<file path="src/rtl/imem_loader_if.sv">
// Word stream in and byte write port out for the instruction memory loader.
`timescale 1ns/1ps
interface imem_loader_if;
    logic        in_valid;
    logic        in_ready;
    logic [31:0] in_word;
    logic        mem_we;
    logic [31:0] mem_addr;
    logic [7:0]  mem_data;

    modport master (
        output in_valid,
        output in_word,
        input  in_ready,
        input  mem_we,
        input  mem_addr,
        input  mem_data
    );

    modport slave (
        input  in_valid,
        input  in_word,
        output in_ready,
        output mem_we,
        output mem_addr,
        output mem_data
    );
endinterface

</file>
<file path="src/rtl/imem_loader.sv">
// Splits 32-bit words into big-endian byte writes for instruction memory.
// Define IMEM_LOADER_CHECKSUM_EN to keep a running sum of written words.
`timescale 1ns/1ps
module imem_loader #(
    parameter int MEM_BYTES = 512,
    parameter int CNT_W     = 10
) (
    input  logic             clk,
    input  logic             rst,
    input  logic             start,
    input  logic [31:0]      base_addr,
    input  logic [CNT_W-1:0] word_count,
    imem_loader_if.slave     bus,
    output logic             busy,
    output logic             done,
    output logic             error,
    output logic [31:0]      checksum
);

    typedef enum logic [1:0] {
        S_IDLE,
        S_LOAD,
        S_WRITE,
        S_DONE
    } state_t;

    localparam logic [31:0] LAST_OK = 32'(MEM_BYTES - 4);

    state_t           r_state;
    state_t           w_next;
    logic [31:0]      r_ptr;
    logic [CNT_W-1:0] r_left;
    logic [1:0]       r_beat;
    logic [31:0]      r_word;
    logic             r_error;

    logic             w_accept;
    logic             w_ovf;
    logic             w_misalign;
    logic             w_in_ready;
    logic             w_we;
    logic [31:0]      w_addr;
    logic [7:0]       w_data;
    logic             w_busy;
    logic             w_done;

    assign w_accept   = (r_state == S_LOAD) && bus.in_valid;
    assign w_ovf      = r_ptr > LAST_OK;
    assign w_misalign = |base_addr[1:0];

    always_ff @(posedge clk) begin
        if (rst) begin
            r_state <= S_IDLE;
        end else begin
            r_state <= w_next;
        end
    end

    always_comb begin
        w_next = r_state;
        unique case (r_state)
            S_IDLE: begin
                if (start) begin
                    if (w_misalign || (word_count == '0)) begin
                        w_next = S_DONE;
                    end else begin
                        w_next = S_LOAD;
                    end
                end
            end
            S_LOAD: begin
                if (w_accept) begin
                    w_next = w_ovf ? S_DONE : S_WRITE;
                end
            end
            S_WRITE: begin
                if (r_beat == 2'd3) begin
                    w_next = (r_left == CNT_W'(1)) ? S_DONE : S_LOAD;
                end
            end
            S_DONE: begin
                w_next = S_IDLE;
            end
            default: begin
                w_next = S_IDLE;
            end
        endcase
    end

    always_ff @(posedge clk) begin
        if (rst) begin
            r_ptr   <= '0;
            r_left  <= '0;
            r_beat  <= '0;
            r_word  <= '0;
            r_error <= 1'b0;
        end else begin
            unique case (r_state)
                S_IDLE: begin
                    if (start) begin
                        r_ptr   <= base_addr;
                        r_left  <= word_count;
                        r_error <= w_misalign;
                    end
                end
                S_LOAD: begin
                    if (w_accept) begin
                        if (w_ovf) begin
                            r_error <= 1'b1;
                        end else begin
                            r_word <= bus.in_word;
                            r_beat <= 2'd0;
                        end
                    end
                end
                S_WRITE: begin
                    r_ptr  <= r_ptr + 32'd1;
                    r_beat <= r_beat + 2'd1;
                    if (r_beat == 2'd3) begin
                        r_left <= r_left - CNT_W'(1);
                    end
                end
                default: begin
                end
            endcase
        end
    end

`ifdef IMEM_LOADER_CHECKSUM_EN
    logic [31:0] r_sum;

    always_ff @(posedge clk) begin
        if (rst) begin
            r_sum <= '0;
        end else if ((r_state == S_IDLE) && start) begin
            r_sum <= '0;
        end else if (w_accept && !w_ovf) begin
            r_sum <= r_sum + bus.in_word;
        end
    end

    assign checksum = r_sum;
`else
    assign checksum = 32'h0;
`endif

    always_comb begin
        w_in_ready = 1'b0;
        w_we       = 1'b0;
        w_addr     = '0;
        w_data     = '0;
        w_busy     = 1'b1;
        w_done     = 1'b0;
        unique case (r_state)
            S_IDLE: begin
                w_busy = 1'b0;
            end
            S_LOAD: begin
                w_in_ready = 1'b1;
            end
            S_WRITE: begin
                w_we   = 1'b1;
                w_addr = r_ptr;
                unique case (r_beat)
                    2'd0:    w_data = r_word[31:24];
                    2'd1:    w_data = r_word[23:16];
                    2'd2:    w_data = r_word[15:8];
                    default: w_data = r_word[7:0];
                endcase
            end
            S_DONE: begin
                w_done = 1'b1;
            end
            default: begin
                w_busy = 1'b0;
            end
        endcase
    end

    assign bus.in_ready = w_in_ready;
    assign bus.mem_we   = w_we;
    assign bus.mem_addr = w_addr;
    assign bus.mem_data = w_data;
    assign busy         = w_busy;
    assign done         = w_done;
    assign error        = r_error;

endmodule

</file>
<file path="src/flat_wrapper.sv">
// flat-port wrapper written by rule: the top's interface ports become plain ports
module imem_loader_flat 
#(
    parameter int MEM_BYTES = 512,
    parameter int CNT_W     = 10
)
  (clk, rst, start, base_addr, word_count, busy, done, error, checksum, bus_in_valid, bus_in_word, bus_in_ready, bus_mem_we, bus_mem_addr, bus_mem_data);
  imem_loader_if bus_i ();
  input  logic clk;
  input  logic rst;
  input  logic start;
  input  logic [31:0] base_addr;
  input  logic [CNT_W-1:0] word_count;
  output logic busy;
  output logic done;
  output logic error;
  output logic [31:0] checksum;
  input wire logic [$bits(bus_i.in_valid)-1:0] bus_in_valid;
  input wire logic [$bits(bus_i.in_word)-1:0] bus_in_word;
  output wire logic [$bits(bus_i.in_ready)-1:0] bus_in_ready;
  output wire logic [$bits(bus_i.mem_we)-1:0] bus_mem_we;
  output wire logic [$bits(bus_i.mem_addr)-1:0] bus_mem_addr;
  output wire logic [$bits(bus_i.mem_data)-1:0] bus_mem_data;
  assign bus_i.in_valid = bus_in_valid;
  assign bus_i.in_word = bus_in_word;
  assign bus_in_ready = bus_i.in_ready;
  assign bus_mem_we = bus_i.mem_we;
  assign bus_mem_addr = bus_i.mem_addr;
  assign bus_mem_data = bus_i.mem_data;
  imem_loader #(.MEM_BYTES(MEM_BYTES), .CNT_W(CNT_W)) u_core (.clk(clk), .rst(rst), .start(start), .base_addr(base_addr), .word_count(word_count), .bus(bus_i), .busy(busy), .done(done), .error(error), .checksum(checksum));
endmodule
</file>
<file path="config.mk">
export PLATFORM = sky130hd
export DESIGN_NAME = imem_loader_flat
export DESIGN_NICKNAME = d
export VERILOG_FILES = /design/src/rtl/imem_loader_if.sv /design/src/rtl/imem_loader.sv /design/src/flat_wrapper.sv
export SDC_FILE = /design/constraint.sdc
export NUM_CORES = 1
export LEC_CHECK = 0
export ABC_AREA = 0
export BUFFER_PORTS_ARGS = -buffer_cell sky130_fd_sc_hd__buf_2
export CAP_MARGIN = 40
export CELL_PAD_IN_SITES_DETAIL_PLACEMENT = 0
export CELL_PAD_IN_SITES_GLOBAL_PLACEMENT = 1
export CORE_ASPECT_RATIO = 0.7
export CORE_UTILIZATION = 33
export DETAILED_ROUTE_END_ITERATION = 8
export PLACE_DENSITY_LB_ADDON = 0.25
export RECOVER_POWER = 50
export SYNTH_ARGS = -nofsm -noshare
export SYNTH_HDL_FRONTEND = slang
export SYNTH_SLANG_ARGS = --single-unit
</file>
<file path="constraint.sdc">
create_clock -name clk -period 2.1 [get_ports clk]
set_input_delay 0.105 -clock clk [delete_from_list [all_inputs] [get_ports clk]]
set_output_delay 0.105 -clock clk [all_outputs]
set_load 0.03 [all_outputs]
</file>
==> results by group, run 1 <==
Run status
  • Outcome: finished, final reports clean

Synthesis
  • Main combinational cell family by area after synthesis: simple AND/OR/NAND/NOR gates
  • Mapped cell area: 4970 um2
  • Seq/Total Area, Yosys: 31.8%
  • Simple-gate area share of the yosys netlist: ~28%
  • Ys async rst share: 0%
  • Yosys top cell area share: 31.8%
  • Most common cell in the netlist: nor2_1
  • Post-synthesis xor/xnor area fraction: 0.529%
  • Mapped Cells: 645
  • Number of synthesized flops with an enable pin: 0
  • Mux cell area share after synthesis: 7.66%
  • Adder-cell share of the synthesized area: 2.02%
  • Mapped Avg Cell Area: 7.70 um2
  • Synth area leader: dfxtp_1
  • Flops & latches, synth: 79
  • Synth area leaders: dfxtp_1, mux2i_1, nor2_1, buf_4, a21oi_1
  • Synth Area in Compound Gates: 19.2%
  • Synth warn: 0
  • Synth unique cells: 64
  • Top FF cell, synth: dfxtp_1
  • Post-synth top cells: nor2_1, dfxtp_1, a21oi_1

Floorplan
  • Die area: 15600 um2
  • Row cnt: 37
  • Core box area: about 15000 um2
  • Die H: between 100 and 150 um
  • Die width: 149 um
  • Initial Utilization: 33.8%
  • # IOs: about 160

Route
  • ANT nets after route: 0
  • Routed via count: approximately 5200
  • 1st-pass router iterations: 5
  • Avg WL per Cell: 16.4 um
  • Vias per inst: between 5 and 6
  • DR iter-0 viols: 423
  • Detailed-route DRC error count: 0
  • Final wirelength: approximately 16000 um

Setup path
  • Setup CP Type: flop to primary output
  • Flop2flop setup slack: 110 ps
  • RR Startpoint: u_core.r_ptr[0]
  • Worst r2r dst: u_core.r_word[6]
  • CP Data Arrival Time: 1910 ps
  • Worst setup path start: u_core.r_beat[0]
  • Startpoint types: flop
  • FF-to-FF path depth: 9
  • Worst Path Required: 2000 ps
  • Worst setup EP type: primary output
  • Crit path to: bus_mem_data[3]
  • Maximum fanout along the worst path: 8

Global route
  • GRT Overall Usage: 20.7%
  • Global route overflow: 0
  • Initial antenna violation count: 0
  • Vias in the first global route: 4649
  • Largest net degree at the start of global routing: 45
  • First-pass GRT wire length: 25300 um

Worst hold path
  • Worst Hold Class: primary input to flop
  • Worst Hold Depth: 3

Power and ir drop
  • Peak supply drop: 0.000453 V
  • Power per cell area: 746 nW/um2
  • Leakage: just under 3 nW

Timing
  • Max transition margin: between 60% and 70%
  • Setup Skew: 12.2 ps
  • Final Hold Viols: 0
  • Final setup TNS: 0 ps
  • RSZ-0062 raised after global routing: true
  • F_max: 495 MHz
  • Slew @ Worst Pin: 560 ps
  • Period utilisation layout: approximately 96%
  • Minimum clock period: 2020 ps
  • Final setup viols: 0
  • Max-slew violation count: 0

Clock tree
  • Clk buf depth: 2
  • Skew-Pair Late Insertion Delay: 340 ps
  • CTS tree: built
  • Reg clk slew, reported paths: roughly 70 ps
  • CTS Buf Count: 9
  • CTS Root Buffer Type: clkbuf_16
  • Clk sinks: between 70 and 80
  • H-tree levels: 3

Placed design
  • Number of port buffers: around 120
  • Placer Congestion: 0.858
  • DP HPWL: 11700 um

Layout
  • N_diodes: 0
  • Fin nets: 878
  • Share of cells above drive strength 1: 25.1%
  • Layout Utilization: 43.7%
  • Layout area overhead: 29.2%

Job
  • MaxCap Viol Count: 0
-- state kept, by name (all words and copies together) (netlist names) --
signal,flops
u_core.r_left,10
u_core.r_state,2
u_core.r_ptr,32
u_core.error,1
u_core.r_word,32
u_core.r_beat,2
-- worst min-delay path by stage --
stage	to	slack [ps]	from
after CTS	u_core.r_word[6]	1	bus_in_word[6]
after global placement	u_core.r_word[10]	330	bus_in_word[10]
after global routing	u_core.r_word[0]	8	bus_in_word[0]
final	u_core.r_word[24]	10	bus_in_word[24]
after detailed placement	u_core.r_word[2]	340	bus_in_word[2]
after floorplan	u_core.r_word[0]	250	bus_in_word[0]
-- logic make-up after synthesis --
family / count (synthesis)
buffers and inverters: 96
AOI/OAI and AO/OA: 148
muxes: 38
xor gates and xnor gates: 3
other: 1
adders and majority gates: 8
and+or+nand+nor: 272
DFF: 79
-- per-stage QoR --
step	hold slack (ps)	power [mW]	worst slack [ps]	area, um2	std cells
2_1_floorplan	249	2.61	129	5080	676
3_3_place_gp	334	2.99	27.5	5800	956
3_5_place_dp	344	3.01	48.6	5830	957
4_1_cts	1.27	4.79	-22.3	6320	987
5_1_grt	7.82	5.02	-27.2	6420	992
6_report	9.58	4.79	80.9	6420	992
-- layout make-up --
| class | instances | area, um2 |
|---|---|---|
| fillers | 1512 | 8260 |
| well taps | 195 | 244 |
| flip-flops and latches | 79 | 1590 |
| inverters | 15 | 56.3 |
| clock inverters | 7 | 104 |
| multi-input cells | 501 | 3020 |
| clock buffers | 9 | 225 |
| repair buffers | 186 | 1180 |
-- critical path, cell delays in order, from the launching register on --
cell	delay [ps]
dfxtp_4	380
inv_2	70
ha_4	200
a222oi_1	480
nor2_1	80
a21oi_1	130
nor2_1	50
buf_2	180
-- power breakdown --
part	switching, mW	internal (mW)
combinational	0.782	0.496
clock	0.698	1.06
sequential	0.143	1.61
total	1.62	3.17
-- layer usage --
metal	global-route usage, %	wire length [um]	vias to the layer above
met2	29.5	6850	183
met5	0	0	-
met1	31.5	8300	2487
met3	3.97	1000	10
li1	-	-	2549
met4	3.98	105	0
-- cell usage in the layout, fill, tap and decap left out, drive strengths merged, types with 15 or more instances in the layout --
cell type	Yosys	layout
a21oi	50	50
and2	32	32
buf	42	158
clkbuf	39	22
conb	1	32
dfxtp	79	79
dlygate4sd3	0	15
inv	15	17
mux2i	38	38
nand2	37	37
nand3	18	18
nor2	98	98
nor4	17	17
o21ai	28	28
-- what timing repair did --
item                                   CTS  global route
endpoints found under the hold margin   14             1
resized for setup                        4            21
pin swaps                                2             6
hold buffers                            14             1
cloned                                   0             2
setup endpoints to repair                6            42
buffers inserted                         0             2
Note: power is estimated with default switching activity, not from simulation.
==> run 2: changes to the inputs <==
--- a/config.mk
+++ b/config.mk
@@ -13,7 +13,7 @@
 export CORE_ASPECT_RATIO = 0.7
 export CORE_UTILIZATION = 33
 export DETAILED_ROUTE_END_ITERATION = 8
-export PLACE_DENSITY_LB_ADDON = 0.25
+export PLACE_DENSITY_LB_ADDON = 0.1
 export RECOVER_POWER = 50
 export SYNTH_ARGS = -nofsm -noshare
 export SYNTH_HDL_FRONTEND = slang
==> run 2 against run 1 <==
Sequential power about the same. Maximum frequency decreased by 1.8%. Register-to-register slack about the same. Clock power decreased by 11%. Sequential share of layout area decreased by 0.11 points. Critical path depth unchanged. Critical path type unchanged. Count of clock-buffer cells in the layout unchanged.
==> results by group, run 2 (synthesis results as in run 1) <==
Layout
  • Layout area overhead: 29.9%
  • Biggest regs: u_core.r_ptr x32, u_core.r_word x32, u_core.r_left x10
  • Fillcell total: 1526 (+0.93%)
  • Commonest cells after routing, fill and taps aside: buf_2, nor2_1, dfxtp_1
  • Fin cells: 1002 (+1.0%)
  • Post-route cell area: 6450 um2 (+0.58%)
  • Share of cells above drive strength 1: 25.2% (+0.061 points)
  • Most common cell after layout, fill and taps aside: buf_2
  • Fin nets: 888 (+1.1%)
  • N_diodes: 0 (unchanged)

Timing
  • Slew @ Worst Pin: 609 ps (+49.0 ps)
  • F_max: 486 MHz (-1.8%)
  • Final Hold Viols: 0 (unchanged)
  • Minimum clock period: 2060 ps (+36.4 ps)
  • Final setup viols: 0 (unchanged)
  • Period utilisation layout: 97.9% (+1.7 points)
  • Max-slew violation count: 0 (unchanged)
  • RSZ-0062 raised after global routing: true
  • Max transition margin: 59.4% (-3.3 points)
  • Setup Skew: 13.2 ps (+0.943 ps)

Floorplan
  • Core box area: 14700 um2 (unchanged)
  • Die H: 105 um (unchanged)
  • Die width: 149 um (unchanged)
  • Initial Utilization: 33.8% (unchanged)
  • # IOs: 155 (unchanged)
  • Row cnt: 37 (unchanged)
  • Die area: 15600 um2 (unchanged)

Route
  • Vias per inst: 5.26 (-0.24%)
  • ANT nets after route: 0 (unchanged)
  • Detailed-route DRC error count: 0 (unchanged)
  • Routed via count: 5269 (+0.76%)
  • Final wirelength: 16700 um (+2.6%)
  • 1st-pass router iterations: 7 (+2)
  • Avg WL per Cell: 16.6 um (+1.6%)
  • DR iter-0 viols: 407 (-3.8%)

Placed design
  • Post-placement cell count: 954 (-0.31%)
  • Cell area after placement: 5790 um2 (-0.73%)
  • Number of port buffers: 122 (unchanged)
  • Placer Congestion: 0.822 (-4.2%)
  • DP HPWL: 11800 um (+1.4%)

Power and ir drop
  • Total net switching power: 1.65 mW (+1.7%)
  • Power per cell area: 710 nW/um2 (-4.8%)
  • P_int: 2.93 mW (-7.4%)
  • Power share of the sequential group: 38.3% (+1.6 points)
  • Leakage: 2.95 nW (+0.35%)
  • Peak supply drop: 0.000362 V (-20%)
  • Combinational power share: 27.8% (+1.1 points)
  • Total design power: 4.58 mW (-4.3%)
  • Clock network power share: 34.0% (-2.7 points)
  • Net switching share of the total power: 36.0% (+2.1 points)

Setup path
  • Worst Path Required: 2000 ps (about the same)
  • CP Data Arrival Time: 1950 ps (+40 ps)
  • Cell family with the largest share of critical-path delay: compound AO/OA/AOI/OAI gates
  • Slowest stage delay, CP: 480 ps (about the same)
  • Startpoint types: flop
  • Crit path cell chain: inv_4 > ha_4 > a222oi_1 > nor2_1 > a21oi_1 > nor2_1 > buf_4
  • Slowest cell on crit path: a222oi_1
  • Worst setup EP type: primary output
  • Setup CP Type: flop to primary output
  • Maximum fanout along the worst path: 8 (unchanged)
  • Most common cell on crit path: nor2_1
  • Buffers & Inverters on Critical Path: 2 (unchanged)

Global route
  • Initial antenna violation count: 0 (unchanged)
  • First-pass GRT wire length: 26100 um (+3.2%)
  • Global route overflow: 0 (unchanged)
  • Largest net degree at the start of global routing: 35 (-22%)
  • GRT Overall Usage: 21.4% (+0.73 points)
  • Vias in the first global route: 4787 (+3.0%)

Clock tree
  • CTS tree: built
  • CTS Buf Count: 9 (unchanged)
  • Clk buf depth: 2 (unchanged)
  • Skew-Pair Late Insertion Delay: 350 ps (about the same)
  • H-tree levels: 3 (unchanged)
  • Reg clk slew, reported paths: 70 ps (about the same)
  • CTS Root Buffer Type: clkbuf_16
  • Clk sinks: 79 (unchanged)

Job
  • MaxCap Viol Count: 0 (unchanged)

Run status
  • Outcome: finished, final reports clean

Worst hold path
  • Worst Hold Class: primary input to flop
==> run 2: cell count changes in the layout (fill, tap and decap cells not counted), moves of 2 or more <==
cell / change
inv_2: -2
dlygate4sd3_1: +10
inv_4: +2
dfxtp_2: +2
buf_4: +3
dfxtp_1: -2
clkinv_4: -2
inv_6: +3
bufinv_16: -2
==> run 2: path summary, 6_finish.rpt <==
path	slack, ps	from	cells past startpoint	to
max	40	u_core.r_beat[0]	7	bus_mem_data[4]
min reg2reg	500	u_core.r_word[6]	2	u_core.r_word[6]
max reg2reg	110	u_core.r_ptr[15]	8	u_core.r_word[5]
min	9	bus_in_word[20]	3	u_core.r_word[20]
==> run 2: area by class of cell <==
type	count	area (um2)	area share, %
well taps	195	244	3.78
multi-input cells	501	3000	46.5
clock inverters	7	60.1	0.930
flip-flops and latches	79	1600	24.7
inverters	15	61.3	0.950
clock buffers	9	225	3.49
repair buffers	196	1270	19.7
==> run 2: metal layers <==
layer | wire length [um] | GRT usage [%] | vias to the layer above
li1 | - | - | 2569
met1 | 8900 | 33.4 | 2523
met2 | 6760 | 29.5 | 168
met3 | 932 | 4.67 | 9
met4 | 87 | 3.31 | 0
met5 | 0 | 0 | -
==> run 2: tightest hold or removal path: cells and delay by family <==
family	cells	cell delay (ps)
buf+inv	1	80
mux	1	60
simple gates	1	80
==> run 2: what timing repair did <==
item / CTS / global route
setup buffers: 0 / 4
cloned: 0 / 3
endpoints found under the setup margin: 8 / 42
gates resized for setup: 12 / 17
pin swaps: 3 / 9
endpoints found under the hold margin: 25 / 0
hold buffers: 25 / 0
==> run 2: stage by stage <==
step           TNS (ps)  hold slack (ps)  worst slack [ps]  utilization (%)
6_report              0             8.89              44.4             44.0
5_1_grt            -241             8.51             -86.7             44.0
4_1_cts               0             1.11              3.25             43.4
3_5_place_dp          0              346              90.0             39.4
3_3_place_gp          0              336              78.8             39.4
2_1_floorplan         0              249               129                -
==> run 2: power by group through the flow <==
stage	Sequential, mW	Combinational (mW)	Clock, mW
6_report	1.75	1.27	1.56
5_1_grt	1.77	1.40	1.66
4_1_cts	1.74	1.27	1.60
3_5_place_dp	1.78	1.22	0
3_3_place_gp	1.78	1.21	0
2_1_floorplan	1.75	0.857	0
